File: src/rtl/pos_reg_arbiter.sv
// Two-requester round-robin read port onto the position/status register map.
// Each grant serves one byte; an address-0 read also snapshots Y so X/Y pairs stay coherent.
module pos_reg_arbiter #(
    parameter logic [7:0] STATUS_VAL = 8'hC9
) (
    input  logic       clk,
    input  logic       rst,
    input  logic [7:0] x_pos,
    input  logic [7:0] y_pos,
    input  logic       req0_valid,
    input  logic [1:0] req0_addr,
    input  logic       req1_valid,
    input  logic [1:0] req1_addr,
    output logic       ack0,
    output logic       ack1,
    output logic [7:0] rdata,
    output logic       busy,
    output logic [1:0] o_dbg_state
);

    // Handshake: a requester raises reqN_valid with a stable reqN_addr and holds
    // both until ackN pulses for one cycle; rdata is valid only in that cycle.
    // Valid must be low by the second edge after the ack cycle, else it is a new request.

    typedef enum logic [1:0] {
        ST_IDLE  = 2'd0,
        ST_SERVE = 2'd1,
        ST_ACK   = 2'd2
    } state_t;

    state_t     r_state;
    state_t     w_next_state;

    logic       r_owner;
    logic [1:0] r_addr;
    logic       r_ack0;
    logic       r_ack1;
    logic [7:0] r_rdata;
    logic [7:0] r_shadow_y [2];
    logic [7:0] r_txn_cnt;
    logic       r_last_grant;

    logic       w_any_req;
    logic       w_grant;
    logic [1:0] w_grant_addr;
    logic [7:0] w_read_data;

    // On contention, the requester that did not win last time is granted.
    always_comb begin
        w_any_req    = req0_valid | req1_valid;
        w_grant      = 1'b0;
        if (req0_valid && req1_valid) begin
            w_grant = ~r_last_grant;
        end else if (req1_valid) begin
            w_grant = 1'b1;
        end
        w_grant_addr = w_grant ? req1_addr : req0_addr;
    end

    always_comb begin
        w_read_data = r_txn_cnt;
        case (r_addr)
            2'd0:    w_read_data = x_pos;
            2'd1:    w_read_data = r_shadow_y[r_owner];
            2'd2:    w_read_data = STATUS_VAL;
            default: w_read_data = r_txn_cnt;
        endcase
    end

    always_ff @(posedge clk) begin
        if (rst) begin
            r_state <= ST_IDLE;
        end else begin
            r_state <= w_next_state;
        end
    end

    always_comb begin
        w_next_state = r_state;
        case (r_state)
            ST_IDLE:  if (w_any_req) w_next_state = ST_SERVE;
            ST_SERVE: w_next_state = ST_ACK;
            ST_ACK:   w_next_state = ST_IDLE;
            default:  w_next_state = ST_IDLE;
        endcase
    end

    always_ff @(posedge clk) begin
        if (rst) begin
            r_owner       <= 1'b0;
            r_addr        <= 2'd0;
            r_ack0        <= 1'b0;
            r_ack1        <= 1'b0;
            r_rdata       <= 8'h00;
            r_shadow_y[0] <= 8'h00;
            r_shadow_y[1] <= 8'h00;
            r_txn_cnt     <= 8'h00;
            r_last_grant  <= 1'b1;
        end else begin
            case (r_state)
                ST_IDLE: begin
                    if (w_any_req) begin
                        r_owner <= w_grant;
                        r_addr  <= w_grant_addr;
                    end
                end
                ST_SERVE: begin
                    r_rdata <= w_read_data;
                    r_ack0  <= ~r_owner;
                    r_ack1  <= r_owner;
                    if (r_addr == 2'd0) begin
                        r_shadow_y[r_owner] <= y_pos;
                    end
                end
                ST_ACK: begin
                    r_ack0       <= 1'b0;
                    r_ack1       <= 1'b0;
                    r_txn_cnt    <= r_txn_cnt + 8'd1;
                    r_last_grant <= r_owner;
                end
                default: begin
                    r_ack0 <= 1'b0;
                    r_ack1 <= 1'b0;
                end
            endcase
        end
    end

    assign ack0        = r_ack0;
    assign ack1        = r_ack1;
    assign rdata       = r_rdata;
    assign busy        = (r_state == ST_SERVE) || (r_state == ST_ACK);
    assign o_dbg_state = r_state;

endmodule

File: config.mk
export PLATFORM = sky130hd
export DESIGN_NAME = pos_reg_arbiter
export DESIGN_NICKNAME = d
export VERILOG_FILES = /design/src/rtl/pos_reg_arbiter.sv
export SDC_FILE = /design/constraint.sdc
export NUM_CORES = 1
export LEC_CHECK = 0
export ABC_AREA = 0
export ABC_CLOCK_PERIOD_IN_PS = 1600
export CAP_MARGIN = 20
export CELL_PAD_IN_SITES_DETAIL_PLACEMENT = 0
export CELL_PAD_IN_SITES_GLOBAL_PLACEMENT = 1
export CORE_UTILIZATION = 36
export CTS_CLUSTER_SIZE = 10
export DETAILED_ROUTE_END_ITERATION = 16
export HOLD_SLACK_MARGIN = 0.12
export PLACE_DENSITY = 0.76
export RECOVER_POWER = 100
export SLEW_MARGIN = 10
export SYNTH_ARGS = -nofsm -noshare
export SYNTH_HDL_FRONTEND = slang
export SYNTH_SLANG_ARGS = --single-unit
File: constraint.sdc
create_clock -name clk -period 1.6 [get_ports clk]
set_input_delay 0.32 -clock clk [delete_from_list [all_inputs] [get_ports clk]]
set_output_delay 0.32 -clock clk [all_outputs]
set_load 0.03 [all_outputs]
### Word-level counts from Yosys, hierarchy flattened

Memories as Yosys holds them, arrays and structs flattened. A register that Yosys moved wholly into a read port is not among the register bits.
Index checks and enable logic that the tools add are counted.

| word-level totals | value |
|---|---|
| memory bits (read-only) | 0 |
| input port bits | 24 |
| bits in writable memories | 16 |
| logic and storage cells | 43 |
| bits in latches | 0 |
| register bits | 24 |
| memories kept | 1 |

| operators by class | value |
|---|---|
| order comparisons | 0 |
| muxes and demuxes | 19 |
| shift-type cells | 0 |
| div/mod/pow operators | 0 |
| equal/unequal tests | 5 |
| bitwise operators | 3 |
| add/subtract/negate cells | 1 |
| multipliers | 0 |
| reductions and logical operators | 6 |

Memory list:

| memory | words | width | read ports | clocked after Yosys merged registers in | write ports | line | source |
|---|---|---|---|---|---|---|---|
| r_shadow_y | 2 | 8 | 1 | 1 | 2 | 39 | `logic [7:0] r_shadow_y [2];` |

Operator list:

| operator | count |
|---|---|
| 8-bit one-hot mux with 3 select lines | 1 |
| 1-bit 2-to-1 mux | 12 |
| 8-bit by 1-bit adder with 8-bit output (second input constant) | 1 |
| 8-bit 2-to-1 mux | 1 |
| 8-bit OR reduction | 1 |
| 2-bit by 1-bit equality test with 1-bit output (second input constant) | 2 |
| 2-bit equality test (second input constant) | 2 |
| 2-bit zero test | 2 |
| 2-bit 2-to-1 mux | 2 |
| 1-bit one-hot mux with 2 select lines | 2 |
| 2-bit one-hot mux with 2 select lines | 1 |
| 2-bit != test (second input constant) | 1 |
| 1-bit inverter | 2 |
| 2-bit AND reduction | 1 |
| 1-bit logical AND | 1 |
| 1-bit logical OR | 1 |
| 1-bit bitwise OR | 1 |

### Depth between registers and ports, before layout

Gate-level depths: netlist (run 1).

| logic depth | value |
|---|---|
| depth after elaboration | 7 |
| depth in mapped cells | 6 |
| depth with buffers taken out | 5 |

### Least setup slack after synthesis (run 1)

Ideal clock, no wire load.

| timing path | value |
|---|---|
| kind | reg2reg |
| start point | register r_state[1] (netlist: o_dbg_state[1]) |
| end point | memory r_shadow_y[0][0] (enable) |
| cell stages (with the launch flop) | 6 |
| data arrival time | 1.635 ns |
| required time | 1.329 ns |
| setup slack | -0.306 ns |
| cells stage by stage | dfxtp_1 inv_1 ha_1 buf_2 and4bb_2 or2_2 |

RTL lines:

| item | line | source |
|---|---|---|
| start, declared | 31 | `state_t r_state;` |
| start signal, assigned | 74 | `r_state <= w_next_state;` |
| end, declared | 39 |  |

### Final worst setup path (run 1)

| timing path | value |
|---|---|
| start point | register r_state[0] (netlist: o_dbg_state[0]) |
| end point | output port busy |

| between the ends | value |
|---|---|
| word-level cells in the longest chain between the ends | 2 |

RTL lines:

| item | line | source |
|---|---|---|
| 2-bit by 1-bit equality test with 1-bit output or 2-bit equality test (tied branches) | 132 | `assign busy = (r_state == ST_SERVE) \|\| (r_state == ST_ACK);` |
| 1-bit logical OR (*) | 132 |  |
| end, declared | 17 | `output logic busy,` |

Every way passes the cells marked *; elsewhere a longest branch is shown, timed or not.

==> results.ini, run 1 <==
[cts]
clkLatencyLatePin_ps = 290
cts.sinks = 41
clock_path_buffers = 2
clk_pin_slew_ps = 80
cts_tree = yes
postCtsHoldBufs = 0
cts_root_buf = clkbuf_8
h-tree-depth = 2
cts_made_buffers = 5

[sta]
grt_setup_unrepaired = false
whs_ps = 466.5
maxSlewHeadroom_pct = 75.00
finClkSkew_ps = 4.703
max_clock_freq_mhz = 659.4
setup_violations = 0
drv_slew = 0
finalCritPeriodShare_pct = 94.79
finalHoldViolCount = 0
tightest_slew_ps = 374.5
finalCriticalPeriod_ps = 1517
layout_setup_ws_ps = 83.44

[synth]
synth_top_area_cell = dfxtp_1
yosysSeqAreaShare_pct = 51.68
synth_area_per_cell_sq_um = 10.54
synthArstFlopShare_pct = 0
synth_edf_count = 16
syn_area_sq_um = 1898
ys_types = 34
ys.flop_type = dfxtp_1
ys_ff_latch = 41
synth_cells = 180
ys_top_cells_by_area = dfxtp_1 26%, edfxtp_1 25%, and2_1 5.3%, mux2_2 4.7%, ha_1 4.0%
synth_top_cell_area_share_pct = 26.37
yosys_warnings = 0
synth.net_count = 210

[global_route]
overflow = 0
first_global_vias = 1422
busiest_layer = met2
grtUsageMet3_pct = 4.150
antenna_found_initial = 0
grtUsageMet2_pct = 26.43
met1_usage_pct = 19.46
grt_pass1_wl_mm = 6.458
grt_start_max_net_pins = 24
grtUsageTotal_pct = 15.74

[power]
p_leak_nw = 0.9153
power_density_nw_per_um2 = 1004
peakVddDrop_v = 0.0005656

[run]
maxCapViolCount = 0

[floorplan]
rows = 26
die_area_sq_um = 5567
coreArea_sq_um = 5107
start_util_pct = 37.16
die_y_um = 74.61
die_width_um = 74.61
ios = 37

[finish]
diodes = 0
postLayoutCellArea_sq_um = 2426
area_growth_pct = 27.82
final_layout_size_suffix_gt1_share_pct = 13.84
nets = 253
final_cell_mix = 23 x dfxtp_1, 23 x clkdlybuf4s50_1, 19 x nor2_1

[critical_path]
arrival_ps = 1200
worst_setup_path_start_kind = register
cp_max_fo = 5
worstSetupEndpointType = output port
worstSetupPathType = reg2out
cp.required_ps = 1280

[route]
drc = 0
via_count = 1443
drt-wirelength-per-cell_um = 13.04
drt-total-wl_mm = 3.835
firstDrtPassIters = 4
ant_nets = 0
vias_per_cell = 4.908
drt_iter0_markers = 57

[placed_design]
portBuffers = 36
placed_cell_area_sq_um = 2374
routabilityCongestion = 0.7851
hpwl_mm = 2.877
detailedPlace.worstSlack_ps = -105.9

[outcome]
status = completed

[min_path]
worst_hold_path_type = reg2reg

==> synthesized netlist by cell type, types with 3 or more instances <==
cell type and n:
nor2_1 19, mux2_2 8, buf_2 6, dfxtp_1 25, and2_1 16, buf_4 3, or3_1 3, ha_1 6
a311oi_1 8, o21ai_0 3, xor2_1 3, and3_1 4, o2bb2ai_1 4, a21oi_1 10, mux2i_1 5, nand2_1 16
edfxtp_1 16
==> repair_timing <==
item / 4_1_cts / 5_1_grt
endpoints found under the setup margin: 12 / 0
hold endpoints to repair: 0 / 0
setup buffers: 0 / 0
gates resized for setup: 12 / 0
==> per-stage QoR <==
step                      util [%]  std cells  setup TNS [ps]  total power [mW]
final                        47.50        294               0             2.435
after global routing         47.50        294               0             2.574
after CTS                    47.89        294               0             2.465
after detailed placement     46.47        286           -1757             1.834
after global placement       46.47        286           -1382             1.828
after floorplan                  -        180               0             1.599
==> worst max-delay path, cell delays in order, from the launching register on <==
cell     delay (ps)
dfxtp_2         360
inv_1            80
ha_1            290
buf_4           170
==> path summary, 6_finish.rpt <==
check | startpoint | end | slack, ps | cells after the start
min reg2reg | ack1 | ack1 | 470 | 2
max reg2reg | o_dbg_state[1] | r_shadow_y[0][7] | 130 | 4
min | ack1 | ack1 | 470 | 2
max | o_dbg_state[0] | busy | 80 | 3
==> state kept, by name, summed over array words and instances, names as in the netlist, named ones only <==
name / cells
r_shadow_y: 16
r_addr: 2
ack1: 1
ack0: 1
r_last_grant: 1
r_owner: 1
rdata: 8
r_txn_cnt: 8
o_dbg_state: 2
==> per-layer routing <==
layer | up-vias | share of wire [%]
met5 | - | 0
met4 | 0 | 0.89
met2 | 30 | 49
met1 | 688 | 46
li1 | 723 | -
met3 | 2 | 4.0
==> cells by family (layout without fill, tap and decap cells) <==
logic type	count (synthesis)	after routing	share of synthesized area (%)
adders and majority gates	6	6	3.955
and+or+nand+nor	73	73	20.37
AOI/OAI and AO/OA	30	30	11.21
DFF	41	41	51.68
xor gates and xnor gates	4	4	1.846
buffers and inverters	13	57	3.560
muxes	13	13	7.383
==> layout make-up <==
type / instances / area (sq um)
clock buffers: 6 / 72.57
clock inverters: 2 / 15.01
fillers: 513 / 2681
inverters: 2 / 7.507
multi-input cells: 126 / 845.8
flip-flops and latches: 41 / 985.9
well taps: 70 / 87.58
repair buffers: 47 / 411.6
==> report_power, final <==
group / total (mW) / leakage (nW) / switching (mW) / internal, mW
clock: 0.665 / 0.0374 / 0.358 / 0.307
combinational: 0.548 / 0.507 / 0.302 / 0.246
sequential: 1.22 / 0.371 / 0.0523 / 1.17
total: 2.43 / 0.915 / 0.712 / 1.72
Power figures use the tool's default switching activity.
==> inputs of run 2 (changes only) <==
--- a/config.mk
+++ b/config.mk
@@ -6,17 +6,17 @@
 export NUM_CORES = 1
 export LEC_CHECK = 0
 export ABC_AREA = 0
-export ABC_CLOCK_PERIOD_IN_PS = 1600
+export ABC_CLOCK_PERIOD_IN_PS = 1500
 export CAP_MARGIN = 20
 export CELL_PAD_IN_SITES_DETAIL_PLACEMENT = 0
 export CELL_PAD_IN_SITES_GLOBAL_PLACEMENT = 1
-export CORE_UTILIZATION = 36
+export CORE_UTILIZATION = 39
 export CTS_CLUSTER_SIZE = 10
 export DETAILED_ROUTE_END_ITERATION = 16
 export HOLD_SLACK_MARGIN = 0.12
-export PLACE_DENSITY = 0.76
+export PLACE_DENSITY = 0.79
 export RECOVER_POWER = 100
-export SLEW_MARGIN = 10
+export SLEW_MARGIN = 20
 export SYNTH_ARGS = -nofsm -noshare
 export SYNTH_HDL_FRONTEND = slang
 export SYNTH_SLANG_ARGS = --single-unit
==> constraint.sdc (replaced) <==
create_clock -name clk -period 1.5 [get_ports clk]
set_input_delay 0.3 -clock clk [delete_from_list [all_inputs] [get_ports clk]]
set_output_delay 0.3 -clock clk [all_outputs]
set_load 0.03 [all_outputs]
==> results.ini, run 2 (synthesis results as in run 1) <==
[critical_path]
worstSetupPathType = reg2out  ; unchanged
cp_max_fo = 3  ; was 5
worst_setup_path_start_kind = register  ; unchanged
worstSetupEndpointType = output port  ; unchanged
cp.required_ps = 1200  ; was 1280 ps
arrival_ps = 1140  ; was 1200 ps
rrSetupSlack_ps = 60  ; was 130 ps

[cts]
clk_pin_slew_ps = 80  ; about the same
cts.sinks = 41  ; unchanged
clock_path_buffers = 2  ; unchanged
cts_made_buffers = 5  ; unchanged
cts_root_buf = clkbuf_8  ; unchanged
postCtsHoldBufs = 0  ; unchanged
h-tree-depth = 2  ; unchanged
clkLatencyLatePin_ps = 290  ; about the same
cts_tree = yes  ; unchanged

[route]
drc = 0  ; unchanged
drt-total-wl_mm = 4.037  ; was 3.835 mm
drt-wirelength-per-cell_um = 14.42  ; was 13.04 um
firstDrtPassIters = 4  ; unchanged
drt_iter0_markers = 64  ; was 57
via_count = 1448  ; was 1443
vias_per_cell = 5.171  ; was 4.908
ant_nets = 0  ; unchanged

[global_route]
antenna_found_initial = 0  ; unchanged
grt_pass1_wl_mm = 6.679  ; was 6.458 mm
first_global_vias = 1456  ; was 1422
grt_start_max_net_pins = 19  ; was 24
overflow = 0  ; unchanged
grtUsageTotal_pct = 17.35  ; was 15.74%

[finish]
instances_no_fill = 280  ; was 294
nets = 255  ; was 253
area_growth_pct = 30.85  ; was 27.82%
fin_util_pct = 52.93  ; was 47.50%
regMostFlops = r_shadow_y  ; unchanged
final_layout_size_suffix_gt1_share_pct = 16.37  ; was 13.84%
final_cell_mix = 23 x dfxtp_1, 23 x clkdlybuf4s50_1, 19 x nor2_1  ; unchanged
largest_reg_flops = 16  ; unchanged
diodes = 0  ; unchanged

[power]
seqPwrFrac_pct = 47.0  ; was 50.2%
power_density_nw_per_um2 = 1119  ; was 1004 nW/um^2
total_power_mw = 2.780  ; was 2.435 mW
power_switching_uw = 751.2  ; was 712.0 uW
peakVddDrop_v = 0.0005549  ; was 0.0005656 V
sw_frac_of_total_pct = 27.02  ; was 29.24%
p_leak_nw = 0.9645  ; was 0.9153 nW
combPwrFrac_pct = 22.4  ; was 22.5%
internal_power_mw = 2.029  ; was 1.723 mW
p_clk_share_pct = 30.6  ; was 27.3%

[sta]
grt_setup_unrepaired = false  ; unchanged
tightest_slew_ps = 331.5  ; was 374.5 ps
maxSlewHeadroom_pct = 77.87  ; was 75.00%
finalCritPeriodShare_pct = 96.23
finalCriticalPeriod_ps = 1443
whs_ps = 451.9  ; was 466.5 ps
setup_violations = 0  ; unchanged
finClkSkew_ps = 8.051  ; was 4.703 ps
max_clock_freq_mhz = 692.8
drv_slew = 0  ; unchanged
finalHoldViolCount = 0  ; unchanged
layout_setup_ws_ps = 56.51  ; was 83.44 ps

[floorplan]
die_area_sq_um = 5150  ; was 5567 sq um
coreArea_sq_um = 4692  ; was 5107 sq um
rows = 25  ; was 26
ios = 37  ; unchanged
die_y_um = 71.76  ; was 74.61 um
start_util_pct = 40.45  ; was 37.16%
die_width_um = 71.76  ; was 74.61 um

[placed_design]
routabilityCongestion = 0.7272  ; was 0.7851
portBuffers = 36  ; unchanged
hpwl_mm = 3.151  ; was 2.877 mm
dpl.cell_count = 271  ; was 286
detailedPlace.worstSlack_ps = -138.7  ; was -105.9 ps

[outcome]
status = completed  ; unchanged

[run]
maxCapViolCount = 0  ; unchanged

[min_path]
worst_hold_path_type = reg2reg  ; unchanged

[run 2: worst paths after layout]
kind | start | endpoint | cells after the start
max | o_dbg_state[0] | busy | 3
min | ack1 | ack1 | 2
max reg2reg | o_dbg_state[0] | r_shadow_y[0][2] | 5
min reg2reg | ack1 | ack1 | 2
[run 2: final cells by class]
| type | instances | area, sq um |
|---|---|---|
| Fill cell | 432 | 2208 |
| Sequential cell | 41 | 988.4 |
| Multi-Input combinational cell | 126 | 878.3 |
| Timing Repair Buffer | 49 | 431.7 |
| Clock buffer | 6 | 72.57 |
| Tap cell | 54 | 67.56 |
| Clock inverter | 2 | 35.03 |
| Inverter | 2 | 10.01 |
[run 2: power groups by stage]
stage / Clock [mW] / Sequential, mW / Combinational [mW]
after global placement: 0 / 1.33 / 0.627
final: 0.850 / 1.31 / 0.624
after floorplan: 0 / 1.40 / 0.321
after detailed placement: 0 / 1.34 / 0.641
after global routing: 0.920 / 1.32 / 0.677
after CTS: 0.871 / 1.31 / 0.625
[run 2: stage by stage]
step / instance area, sq um / setup TNS [ps]
global placement: 2379 / -2850
finish: 2484 / 0
global route: 2484 / 0
floorplan: 1929 / -295.9
CTS: 2481 / 0
detailed placement: 2379 / -3641
[run 2: what timing repair did]
| action | CTS | global route |
|---|---|---|
| hold endpoints to repair | 0 | 0 |
| endpoints found under the setup margin | 13 | 3 |
| pin swaps | 0 | 1 |
| gates resized for setup | 13 | 3 |
| setup buffers | 1 | 0 |
[run 2: worst max-delay path: stages, from the launching register on]
cell,delay (ps)
dfxtp_4,360
inv_1,70
ha_1,290
buf_6,140
[run 2: per-layer routing]
metal  up-vias  wire length [um]  GRT usage, %
met5         -                 0             0
met2        35              1947         28.83
met3         4               153         4.360
met4         0                46         7.190
li1        735                 -             -
met1       674              1890         21.52
